## src/rtl/vm_panel_arbiter.sv

```systemverilog
// Two-panel arbiter sharing one vending core: round-robin grant, drain on beverage, registered routing.
// Optional idle-timeout revocation enabled by defining VM_ARB_TIMEOUT_EN.
`timescale 1ns/1ps
module vm_panel_arbiter #(
  parameter int unsigned IDLE_TIMEOUT = 16,
  parameter int unsigned DRAIN_CYCLES = 2
) (
  input  logic       clk,
  input  logic       rst,
  input  logic [2:0] coin_a,
  input  logic [2:0] coin_b,
  input  logic [1:0] button_a,
  input  logic [1:0] button_b,
  output logic [2:0] coin_out,
  output logic [1:0] button_out,
  input  logic [1:0] change_in,
  input  logic [1:0] beverage_in,
  output logic [1:0] change_a,
  output logic [1:0] change_b,
  output logic [1:0] beverage_a,
  output logic [1:0] beverage_b,
  output logic       grant_a,
  output logic       grant_b,
  output logic       rej_a,
  output logic       rej_b
);

  localparam int unsigned DW = $clog2(DRAIN_CYCLES + 1);
  localparam int unsigned TW = $clog2(IDLE_TIMEOUT + 1);

  typedef enum logic [2:0] {IDLE, GNT_A, GNT_B, DRN_A, DRN_B} state_e;

  state_e        state_q, state_d;
  logic          ptr_q, ptr_d;          // 1: panel B wins a tie
  logic [DW-1:0] drn_cnt_q, drn_cnt_d;
  logic [2:0]    coin_out_q, coin_out_d;
  logic [1:0]    button_out_q, button_out_d;
  logic [1:0]    change_a_q, change_a_d, change_b_q, change_b_d;
  logic [1:0]    bev_a_q, bev_a_d, bev_b_q, bev_b_d;
  logic          grant_a_q, grant_a_d, grant_b_q, grant_b_d;
  logic          rej_a_q, rej_a_d, rej_b_q, rej_b_d;

  logic [2:0] coin_a_v, coin_b_v;
  logic [1:0] btn_a_v, btn_b_v;
  logic       req_a, req_b;

  // Out-of-range codes collapse to "none"
  assign coin_a_v = (coin_a > 3'd5) ? 3'd0 : coin_a;
  assign coin_b_v = (coin_b > 3'd5) ? 3'd0 : coin_b;
  assign btn_a_v  = (button_a == 2'd3) ? 2'd0 : button_a;
  assign btn_b_v  = (button_b == 2'd3) ? 2'd0 : button_b;
  assign req_a    = (coin_a_v != 3'd0);
  assign req_b    = (coin_b_v != 3'd0);

`ifdef VM_ARB_TIMEOUT_EN
  logic [TW-1:0] to_cnt_q, to_cnt_d;
  logic          timeout_c;

  // Counts idle cycles of the granted panel; any activity or leaving GNT clears it
  always_comb begin
    to_cnt_d  = '0;
    timeout_c = 1'b0;
    if ((state_q == GNT_A && coin_a_v == 3'd0 && btn_a_v == 2'd0) ||
        (state_q == GNT_B && coin_b_v == 3'd0 && btn_b_v == 2'd0)) begin
      if (TW'(to_cnt_q + TW'(1)) == TW'(IDLE_TIMEOUT)) begin
        timeout_c = 1'b1;
      end else begin
        to_cnt_d = TW'(to_cnt_q + TW'(1));
      end
    end
  end

  always_ff @(posedge clk or negedge rst) begin
    if (!rst) to_cnt_q <= '0;
    else      to_cnt_q <= to_cnt_d;
  end
`else
  // Timeout disabled: the parameter stays on the interface but drives nothing
  logic [TW-1:0] to_unused;
  logic          timeout_c;
  assign to_unused = '0;
  assign timeout_c = 1'b0;
`endif

  always_comb begin
    state_d      = state_q;
    ptr_d        = ptr_q;
    drn_cnt_d    = '0;
    coin_out_d   = 3'd0;
    button_out_d = 2'd0;
    change_a_d   = 2'd0;
    change_b_d   = 2'd0;
    bev_a_d      = 2'd0;
    bev_b_d      = 2'd0;
    rej_a_d      = 1'b0;
    rej_b_d      = 1'b0;
    case (state_q)
      IDLE: begin
        if (req_a && (!req_b || !ptr_q)) begin
          state_d    = GNT_A;
          coin_out_d = coin_a_v;
          rej_b_d    = req_b;
        end else if (req_b) begin
          state_d    = GNT_B;
          coin_out_d = coin_b_v;
          rej_a_d    = req_a;
        end
      end
      GNT_A: begin
        coin_out_d   = coin_a_v;
        button_out_d = btn_a_v;
        change_a_d   = change_in;
        bev_a_d      = beverage_in;
        rej_b_d      = req_b;
        if (beverage_in != 2'd0 || timeout_c) state_d = DRN_A;
      end
      GNT_B: begin
        coin_out_d   = coin_b_v;
        button_out_d = btn_b_v;
        change_b_d   = change_in;
        bev_b_d      = beverage_in;
        rej_a_d      = req_a;
        if (beverage_in != 2'd0 || timeout_c) state_d = DRN_B;
      end
      DRN_A, DRN_B: begin
        rej_a_d = req_a;
        rej_b_d = req_b;
        if (state_q == DRN_A) begin
          change_a_d = change_in;
          bev_a_d    = beverage_in;
        end else begin
          change_b_d = change_in;
          bev_b_d    = beverage_in;
        end
        // A nonzero change restarts the quiet-cycle count
        if (change_in == 2'd0) begin
          if (DW'(drn_cnt_q + DW'(1)) == DW'(DRAIN_CYCLES)) begin
            state_d = IDLE;
            ptr_d   = (state_q == DRN_A);
          end else begin
            drn_cnt_d = DW'(drn_cnt_q + DW'(1));
          end
        end
      end
      default: state_d = IDLE;
    endcase
    grant_a_d = (state_d == GNT_A) || (state_d == DRN_A);
    grant_b_d = (state_d == GNT_B) || (state_d == DRN_B);
  end

  always_ff @(posedge clk or negedge rst) begin
    if (!rst) begin
      state_q      <= IDLE;
      ptr_q        <= 1'b0;
      drn_cnt_q    <= '0;
      coin_out_q   <= 3'd0;
      button_out_q <= 2'd0;
      change_a_q   <= 2'd0;
      change_b_q   <= 2'd0;
      bev_a_q      <= 2'd0;
      bev_b_q      <= 2'd0;
      grant_a_q    <= 1'b0;
      grant_b_q    <= 1'b0;
      rej_a_q      <= 1'b0;
      rej_b_q      <= 1'b0;
    end else begin
      state_q      <= state_d;
      ptr_q        <= ptr_d;
      drn_cnt_q    <= drn_cnt_d;
      coin_out_q   <= coin_out_d;
      button_out_q <= button_out_d;
      change_a_q   <= change_a_d;
      change_b_q   <= change_b_d;
      bev_a_q      <= bev_a_d;
      bev_b_q      <= bev_b_d;
      grant_a_q    <= grant_a_d;
      grant_b_q    <= grant_b_d;
      rej_a_q      <= rej_a_d;
      rej_b_q      <= rej_b_d;
    end
  end

  assign coin_out   = coin_out_q;
  assign button_out = button_out_q;
  assign change_a   = change_a_q;
  assign change_b   = change_b_q;
  assign beverage_a = bev_a_q;
  assign beverage_b = bev_b_q;
  assign grant_a    = grant_a_q;
  assign grant_b    = grant_b_q;
  assign rej_a      = rej_a_q;
  assign rej_b      = rej_b_q;

endmodule

```

## config.mk

```make
export PLATFORM = sky130hd
export DESIGN_NAME = vm_panel_arbiter
export DESIGN_NICKNAME = d
export VERILOG_FILES = /design/src/rtl/vm_panel_arbiter.sv
export SDC_FILE = /design/constraint.sdc
export NUM_CORES = 1
export LEC_CHECK = 0
export ABC_AREA = 1
export CAP_MARGIN = 20
export CORE_MARGIN = 3
export CORE_UTILIZATION = 40
export DETAILED_ROUTE_END_ITERATION = 16
export PLACE_DENSITY = 0.76
export SYNTH_ARGS = -nofsm -noshare
export SYNTH_HDL_FRONTEND = slang
export SYNTH_SLANG_ARGS = --single-unit
```

## constraint.sdc

```tcl
create_clock -name clk -period 1 [get_ports clk]
set_input_delay 0.2 -clock clk [delete_from_list [all_inputs] [get_ports clk]]
set_output_delay 0.2 -clock clk [all_outputs]
set_load 0.02 [all_outputs]
```

# Yosys cells after proc, flatten, opt, wreduce, memory -nomap -nowiden
# Cells that the tools add are included.
# totals
regBits	23
in_bits	16
out_inout_bits	17
wordCells	73
# classes
addsub	1
order_cmp	2
n_eq_ne	11
mux	31
reduce_logical	15
# op_table
cell	n
3-bit 2-to-1 mux	10
2-bit case mux with 2 select lines	5
2-bit 2-to-1 mux	9
3-bit by 2-bit equality test with 1-bit output, second input constant	4
3-bit case mux with 4 select lines	1
3-bit case mux with 3 select lines	1
2-bit equality test, second input constant	3
3-bit by 1-bit equality test with 1-bit output, second input constant	2
3-bit equality test, second input constant	2
3-bit > comparator, second input constant	2
3-bit nonzero test	2
3-bit OR reduction	2
1-bit case mux with 2 select lines	2
3-bit zero test	1
1-bit logical OR	3
1-bit 2-to-1 mux	3
3-bit AND reduction	1
2-bit by 1-bit adder with 2-bit output, second input constant	1
1-bit zero test	2
2-bit zero test	1
2-bit nonzero test	1
2-bit OR reduction	1
1-bit logical AND	1

# Longest topological paths before layout
# Gate-level depths: netlist of run 1.
# logic_depth
word_depth	10
mapped_depth	9
ltp_nobuf	9

# Least setup slack after synthesis of run 1
# No wires, ideal clock.
# synth_path
path_type	register to register
from	reg state_q[0]
to	reg grant_b_q (netlist: grant_b)
setup_ns	0.116
arrival_time_ns	0.985
required_time_ns	0.884
path_slack_ns	-0.102
path_stages_with_launch	9
path_buffers	0
period_less_slack_ns	1.102
path_cell_list	dfrtp_1 inv_2 nand2_4 nor2_4 nand3_2 nand2_2 nor2_2 nand2_1 nand2_1
# synth_between
elab_chain_cells	5
elab_cells_between_ends	16
classes_between	eq/ne (6); mux (7); reduce/logical (3)
# synth_lines
element	line	source
start, declared	33	state_e state_q, state_d;
start signal, assigned	167	state_q <= state_d;
3-bit by 2-bit equality test with 1-bit output, or another cell as far along	97	case (state_q)
2-bit OR reduction, or another cell as far along	97	
3-bit case mux with 4 select lines *	97	
3-bit by 2-bit equality test with 1-bit output or 3-bit equality test (tied branches)	148	grant_b_d = (state_d == GNT_B) || (state_d == DRN_B);
1-bit logical OR *	148	
named net grant_b_d	40	logic grant_a_q, grant_a_d, grant_b_q, grant_b_d;
end signal, assigned	177	grant_b_q <= grant_b_d;
end, declared	40	
# The timed path passes the listed nets; every way through them passes the cells marked *.
# A chain may end at the register's enable or synchronous reset.

# Worst setup path after layout of run 1
# layout_path
from	reg state_q[1]
to	reg grant_b_q (netlist: grant_b)
# The elaborated chain is that of the path after synthesis.

==> impl_metrics.json, run 1 <==
{
  "synth_flop_cell": "dfrtp_1",
  "ys_ff_latch": 23,
  "cp_max_fo": 4,
  "fillers": 182,
  "violations": "setup timing",
  "startpoint_type": "register",
  "period_minus_slack_ps": 1150,
  "slew_headroom_pct": 78.4,
  "crit_path_frequent_cell": "nand2_1",
  "crit_path_end_kind": "register",
  "switching_share_pct": 41.4,
  "outcome": "complete, but fails checks",
  "p_leak_nw": 0.814,
  "final_core_util_pct": 67.9,
  "syn-num-nets": 127,
  "num_vias": 893,
  "endpoint": "grant_b$_DFF_PN0_",
  "fin_crit_sh_pct": 115,
  "wire_per_inst_um": 12.3,
  "overflow": 0,
  "switchingPower_mw": 1.76,
  "wl_mm": 2.33,
  "ios": 33,
  "p_comb_share_pct": 55.9,
  "rsz0062_at_grt": "true",
  "grt_pass1_vias": 870,
  "drive_gt1_share_pct": 39.1,
  "startpoint": "state_q[1]$_DFF_PN0_",
  "syn_inst": 111,
  "synth_top_area_cell": "dfrtp_1",
  "seq_area_frac_synth_pct": 55.6,
  "synth-compound-area-share_pct": 7.50,
  "critical_path_required_ps": 1220,
  "numPortBuffers": 32,
  "fmaxAchievable_ghz": 0.869,
  "grt_use_total_pct": 15.6,
  "num_rows": 17,
  "synth_most_common_cell": "dfrtp_1",
  "slowest_stage": "dfrtp_1",
  "die_w_um": 56.9,
  "fin_area_sq_um": 1590,
  "clock_sinks": 23,
  "finalPower_mw": 4.25,
  "design.die.area_sq_um": 3230,
  "synthTopCellsByArea": "dfrtp_1 56%, nand2_1 6.2%, inv_1 5.8%",
  "yosysTopAreaCellShare_pct": 55.6,
  "synth_top_cells_by_count": "23 x dfrtp_1, 17 x nand2_1, 16 x inv_1",
  "setup_slack_ps": -151,
  "avgSynthCellArea_sq_um": 9.32,
  "finalHoldViolations": 0,
  "grt_max_degree": 24,
  "numCtsBuffers": 3,
  "r2r_setup_slack_ps": -150,
  "max_stage_delay_ps": 430,
  "clock-root-buffer": "clkbuf_4",
  "initial_core_util_pct": 44.2,
  "fin_nets": 178,
  "p_seq_share_pct": 34.0,
  "gp_congestion": 0.750,
  "critPathKind": "register to register",
  "netlist_area_sq_um": 1030,
  "dpl.hpwl_mm": 1.76,
  "synth_simple_gate_area_share_pct": 28.9,
  "r2r_start": "state_q[1]$_DFF_PN0_",
  "routed_via_density": 4.72,
  "ant_nets": 0,
  "remaining_drc_errors": 0,
  "synthMuxAreaShare_pct": 0,
  "synth_edf_count": 0,
  "worstMarginPinSlew_ps": 323,
  "num_antenna_cells": 0,
  "hold_path_class": "input pin to register",
  "drt_iter0_markers": 20,
  "setup-tns-final_ps": -2630,
  "power_density_nw_per_um2": 2680,
  "whs_path_depth": 3,
  "synth_cell_types": 21,
  "cts_buffer_depth": 2,
  "drv_slew": 0,
  "grt_antenna_before_repair": 0,
  "reg2reg_to": "grant_b$_DFF_PN0_",
  "maxCapViolCount": 0,
  "syn2layout_area_growth_pct": 53.4,
  "path_cells": "inv_2 -> nand2_4 -> nor2_4 -> nand3_2 -> nand2_2 -> nor2_2 -> nand2_1 -> nand2_1",
  "die_h_um": 56.9,
  "synth-async-reset-ratio_pct": 100,
  "pwr-share-clk_pct": 10.1,
  "finalSetupViolCount": 36,
  "vdd_drop_max_uv": 1590,
  "htree_levels": 1,
  "clkLatencyLatePin_ps": 310,
  "synthXorXnorAreaFrac_pct": 0,
  "cts_tree": "done",
  "synth_top_family_by_area": "simple AND/OR/NAND/NOR gates",
  "core-area_sq_um": 2340,
  "synth_fa_ha_area_share_pct": 0,
  "dpl_cell_area_sq_um": 1500,
  "drt-pass1-iter-count": 4,
  "clk_pin_slew_ps": 120,
  "synth_warnings": 0,
  "grt_first_pass_wirelength_mm": 3.93,
  "reg2reg_depth": 8,
  "finClkSkew_ps": 1.82,
  "cp.arrival_ps": 1370,
  "internal_power_mw": 2.49,
  "holdBufCountCts": 0
}
-- power by group through the flow --
stage	Sequential, mW	Clock, mW	Combinational [mW]
6_report	1.44	0.428	2.38
5_1_grt	1.49	0.482	2.57
4_1_cts	1.45	0.430	2.33
3_5_place_dp	1.42	0	2.22
3_3_place_gp	1.40	0	2.17
2_1_floorplan	1.76	0	0.913
-- cells by family after synthesis --
logic type,Yosys count
buffers and inverters,22
AND/OR/NAND/NOR,56
flip-flops,23
AO/OA/AOI/OAI,10
-- layer usage --
layer,routed length (um),global-route usage (%)
met5,0,0
met1,1010,19.4
met4,36,5.96
met3,134,3.68
met2,1140,26.1
-- registers in the layout, indices dropped and copies added (netlist names) --
name and count:
button_out 2, change_a 2, beverage_a 2, rej_b 1, grant_b 1, grant_a 1, change_b 2, coin_out 3
rej_a 1, state_q 3, drn_cnt_q 2, beverage_b 2, ptr_q 1
-- layout by cell type (no fill, tap or decap), drive strengths merged --
cell type	Yosys	layout
a21boi	2	2
a22o	1	1
a31oi	1	1
buf	0	31
clkbuf	0	4
clkdlybuf4s50	0	13
dfrtp	23	23
dlygate4sd2	0	1
dlymetal6s2s	0	1
inv	22	22
nand2	24	24
nand3	10	10
nor2	20	20
nor3	1	1
nor4	1	1
o21ai	3	3
o22ai	1	1
o31ai	1	1
o32ai	1	1
-- critical path, delay by kind of cell (launching register included) --
kind | cells | cell delay [ps]
and+or+nand+nor | 7 | 540
DFF | 1 | 430
buffers and inverters | 1 | 100
-- worst min-delay path by stage --
stage / startpoint / to / slack [ps]
floorplan: rst / beverage_a[0]$_DFF_PN0_ / -100
finish: coin_b[1] / coin_out[1]$_DFF_PN0_ / 200
global placement: drn_cnt_q[1]$_DFF_PN0_ / drn_cnt_q[1]$_DFF_PN0_ / 490
global route: rst / button_out[1]$_DFF_PN0_ / 220
CTS: rst / beverage_b[1]$_DFF_PN0_ / 230
detailed placement: drn_cnt_q[1]$_DFF_PN0_ / drn_cnt_q[1]$_DFF_PN0_ / 500
-- cell type report --
cell class	instances	area (sq um)	area share (%)
clock buffer	4	26.3	1.65
inverter	22	82.6	5.20
multi-input combinational	66	408	25.7
sequential	23	576	36.2
tap	28	35.0	2.21
timing repair buffer	46	460	29.0
-- timing repair --
item                       in CTS  in global routing
setup endpoints to repair      36                 36
gates resized for setup       105                  5
pin swaps                       1                  0
setup buffers                   1                  1
-- through the flow --
stage               cells  worst slack (ps)  hold WS, ps
detailed placement    183              -470          501
global placement      183              -417          490
global route          189              -280          217
CTS                   188              -155          235
finish                189              -151          203
floorplan             111              -102        -95.6
Note: power is estimated with default switching activity, not from simulation.
==> inputs of run 2 (changes only) <==
CORE_UTILIZATION = 45   (was 40)
PLACE_DENSITY = 0.81   (was 0.76)
clock period = 1.2 ns   (was 1 ns; I/O delays follow)
==> impl_metrics.json, run 2 (synthesis gave the netlist of run 1 again) <==
{
  "worstMarginPinSlew_ps": 249,
  "dp_slack_ps": -329,
  "gp_congestion": 0.777,
  "grt_first_pass_wirelength_mm": 3.80,
  "ant_nets": 0,
  "finalPower_mw": 3.23,
  "dpl.hpwl_mm": 1.79,
  "initial_core_util_pct": 50.2,
  "hold_ws_ps": 260,
  "grt_antenna_before_repair": 0,
  "clock-root-buffer": "clkbuf_4",
  "numPortBuffers": 32,
  "cp.arrival_ps": 1470,
  "core-area_sq_um": 2060,
  "slew_headroom_pct": 83.4,
  "clk_pin_slew_ps": 130,
  "reg2reg_depth": 9,
  "wire_per_inst_um": 12.8,
  "maxCapViolCount": 0,
  "reg2reg_to": "grant_b$_DFF_PN0_",
  "num_rows": 16,
  "fillers": 149,
  "clock_sinks": 23,
  "crit_path_end_kind": "register",
  "num_antenna_cells": 0,
  "r2r_start": "state_q[1]$_DFF_PN0_",
  "p_leak_nw": 0.804,
  "fin_nets": 175,
  "ios": 33,
  "startpoint": "state_q[1]$_DFF_PN0_",
  "grt_pass1_vias": 858,
  "startpoint_type": "register",
  "syn2layout_area_growth_pct": 42.6,
  "dpl_cell_area_sq_um": 1480,
  "outcome": "complete, but fails checks",
  "hold_path_class": "input pin to asynchronous set/reset pin",
  "routed.top_layer": "met4",
  "wl_met2_mm": 1.14,
  "finClkSkew_ps": 8.79,
  "endpoint": "grant_b$_DFF_PN0_",
  "r2r_setup_slack_ps": -8,
  "layout_commonest_cell": "dfrtp_1",
  "drt_iter0_markers": 30,
  "critPathKind": "register to register",
  "drive_gt1_share_pct": 41.1,
  "routed_via_density": 4.75,
  "holdBufCountCts": 0,
  "seqCellArea_sq_um": 576,
  "drv_slew": 0,
  "finalSetupViolCount": 1,
  "vdd_drop_max_uv": 1230,
  "die_h_um": 54.0,
  "drt-pass1-iter-count": 4,
  "met1_length_mm": 1.00,
  "numCtsBuffers": 3,
  "overflow": 0,
  "wl_mm": 2.37,
  "power_density_nw_per_um2": 2190,
  "cts_tree": "done",
  "multiInputGateArea_sq_um": 418,
  "critical_path_required_ps": 1460,
  "grt_use_total_pct": 18.5,
  "fin_crit_sh_pct": 101,
  "grt_max_degree": 24,
  "clkLatencyLatePin_ps": 320,
  "period_minus_slack_ps": 1210,
  "remaining_drc_errors": 0,
  "final_cell_mix": "23 x dfrtp_1, 17 x buf_2, 15 x inv_1, 15 x nand2_1, 12 x clkdlybuf4s50_1",
  "num_vias": 879,
  "htree_levels": 1,
  "rsz0062_at_grt": "true",
  "setup_slack_ps": -8.38,
  "met3_length_um": 173,
  "design.die.area_sq_um": 2910,
  "die_w_um": 54.0,
  "cts_buffer_depth": 2,
  "finalHoldViolations": 0,
  "cp_max_fo": 3,
  "violations": "setup timing",
  "layout.cells.non_filler": 185,
  "numPlacedInstances": 180,
  "fmaxAchievable_ghz": 0.828,
  "fin_area_sq_um": 1480
}
-- run 2: cell types whose count changed in the layout (fill, tap and decap cells not counted), moves of 2 or more --
cell,previous run,this run
buf_2,0,17
buf_4,13,10
buf_6,17,0
dlymetal6s2s_1,1,3
nor2_1,12,10
-- run 2: how the worst min path moves through the flow --
stage	endpoint	slack [ps]	cells past startpoint
after floorplan	beverage_a[0]$_DFF_PN0_	-60	0
after global placement	drn_cnt_q[0]$_DFF_PN0_	440	1
after detailed placement	drn_cnt_q[1]$_DFF_PN0_	450	1
after CTS	button_out[1]$_DFF_PN0_	270	2
after global routing	button_out[1]$_DFF_PN0_	270	2
final	state_q[1]$_DFF_PN0_	260	2
-- run 2: timing repair --
action / 4_1_cts / 5_1_grt
pin swaps: 0 / 4
resized for setup: 57 / 26
hold endpoints to repair: 0 / 0
cloned: 0 / 0
setup endpoints to repair: 20 / 27
buffers inserted: 1 / 0
-- run 2: critical path, cell delays in order, from the launching register on --
cell and delay (ps):
dfrtp_1 410, buf_4 130, nand2_4 60, nor2_4 130, inv_2 60, nor2_4 120
nor2_2 60, nand2_2 70, nand2_1 50, nand2_1 50
-- run 2: final cells by class --
type | instances | area share [%]
flip-flops and latches | 23 | 39.0
multi-input cells | 66 | 28.3
repair buffers | 43 | 22.9
inverters | 22 | 5.60
well taps | 27 | 2.29
clock buffers | 3 | 1.53
clock inverters | 1 | 0.339
-- run 2: layer usage --
layer	global-route usage [%]	vias to the layer above
met2	30.4	30
met4	7.66	0
met1	23.5	400
met5	0	-
li1	-	442
met3	3.60	7
-- run 2: where the power goes --
group / switching [mW] / leakage [nW] / total (mW) / internal [mW]
sequential: 0.0926 / 0.302 / 1.14 / 1.05
clock: 0.237 / 0.0177 / 0.362 / 0.125
combinational: 1.12 / 0.484 / 1.73 / 0.610
total: 1.45 / 0.804 / 3.23 / 1.78
-- run 2: metrics by stage --
stage | TNS, ps | utilization (%)
3_5_place_dp | -2710 | 71.6
4_1_cts | 0 | 73.4
5_1_grt | -249 | 71.5
6_report | -8.38 | 71.5
3_3_place_gp | -2380 | 71.6
2_1_floorplan | 0 | -
==> inputs of run 3 (changes only) <==
ABC_CLOCK_PERIOD_IN_PS = 1200   (was not set)
==> results of run 3 <==
Final layout, timing and power as in run 2 (identical DEF).
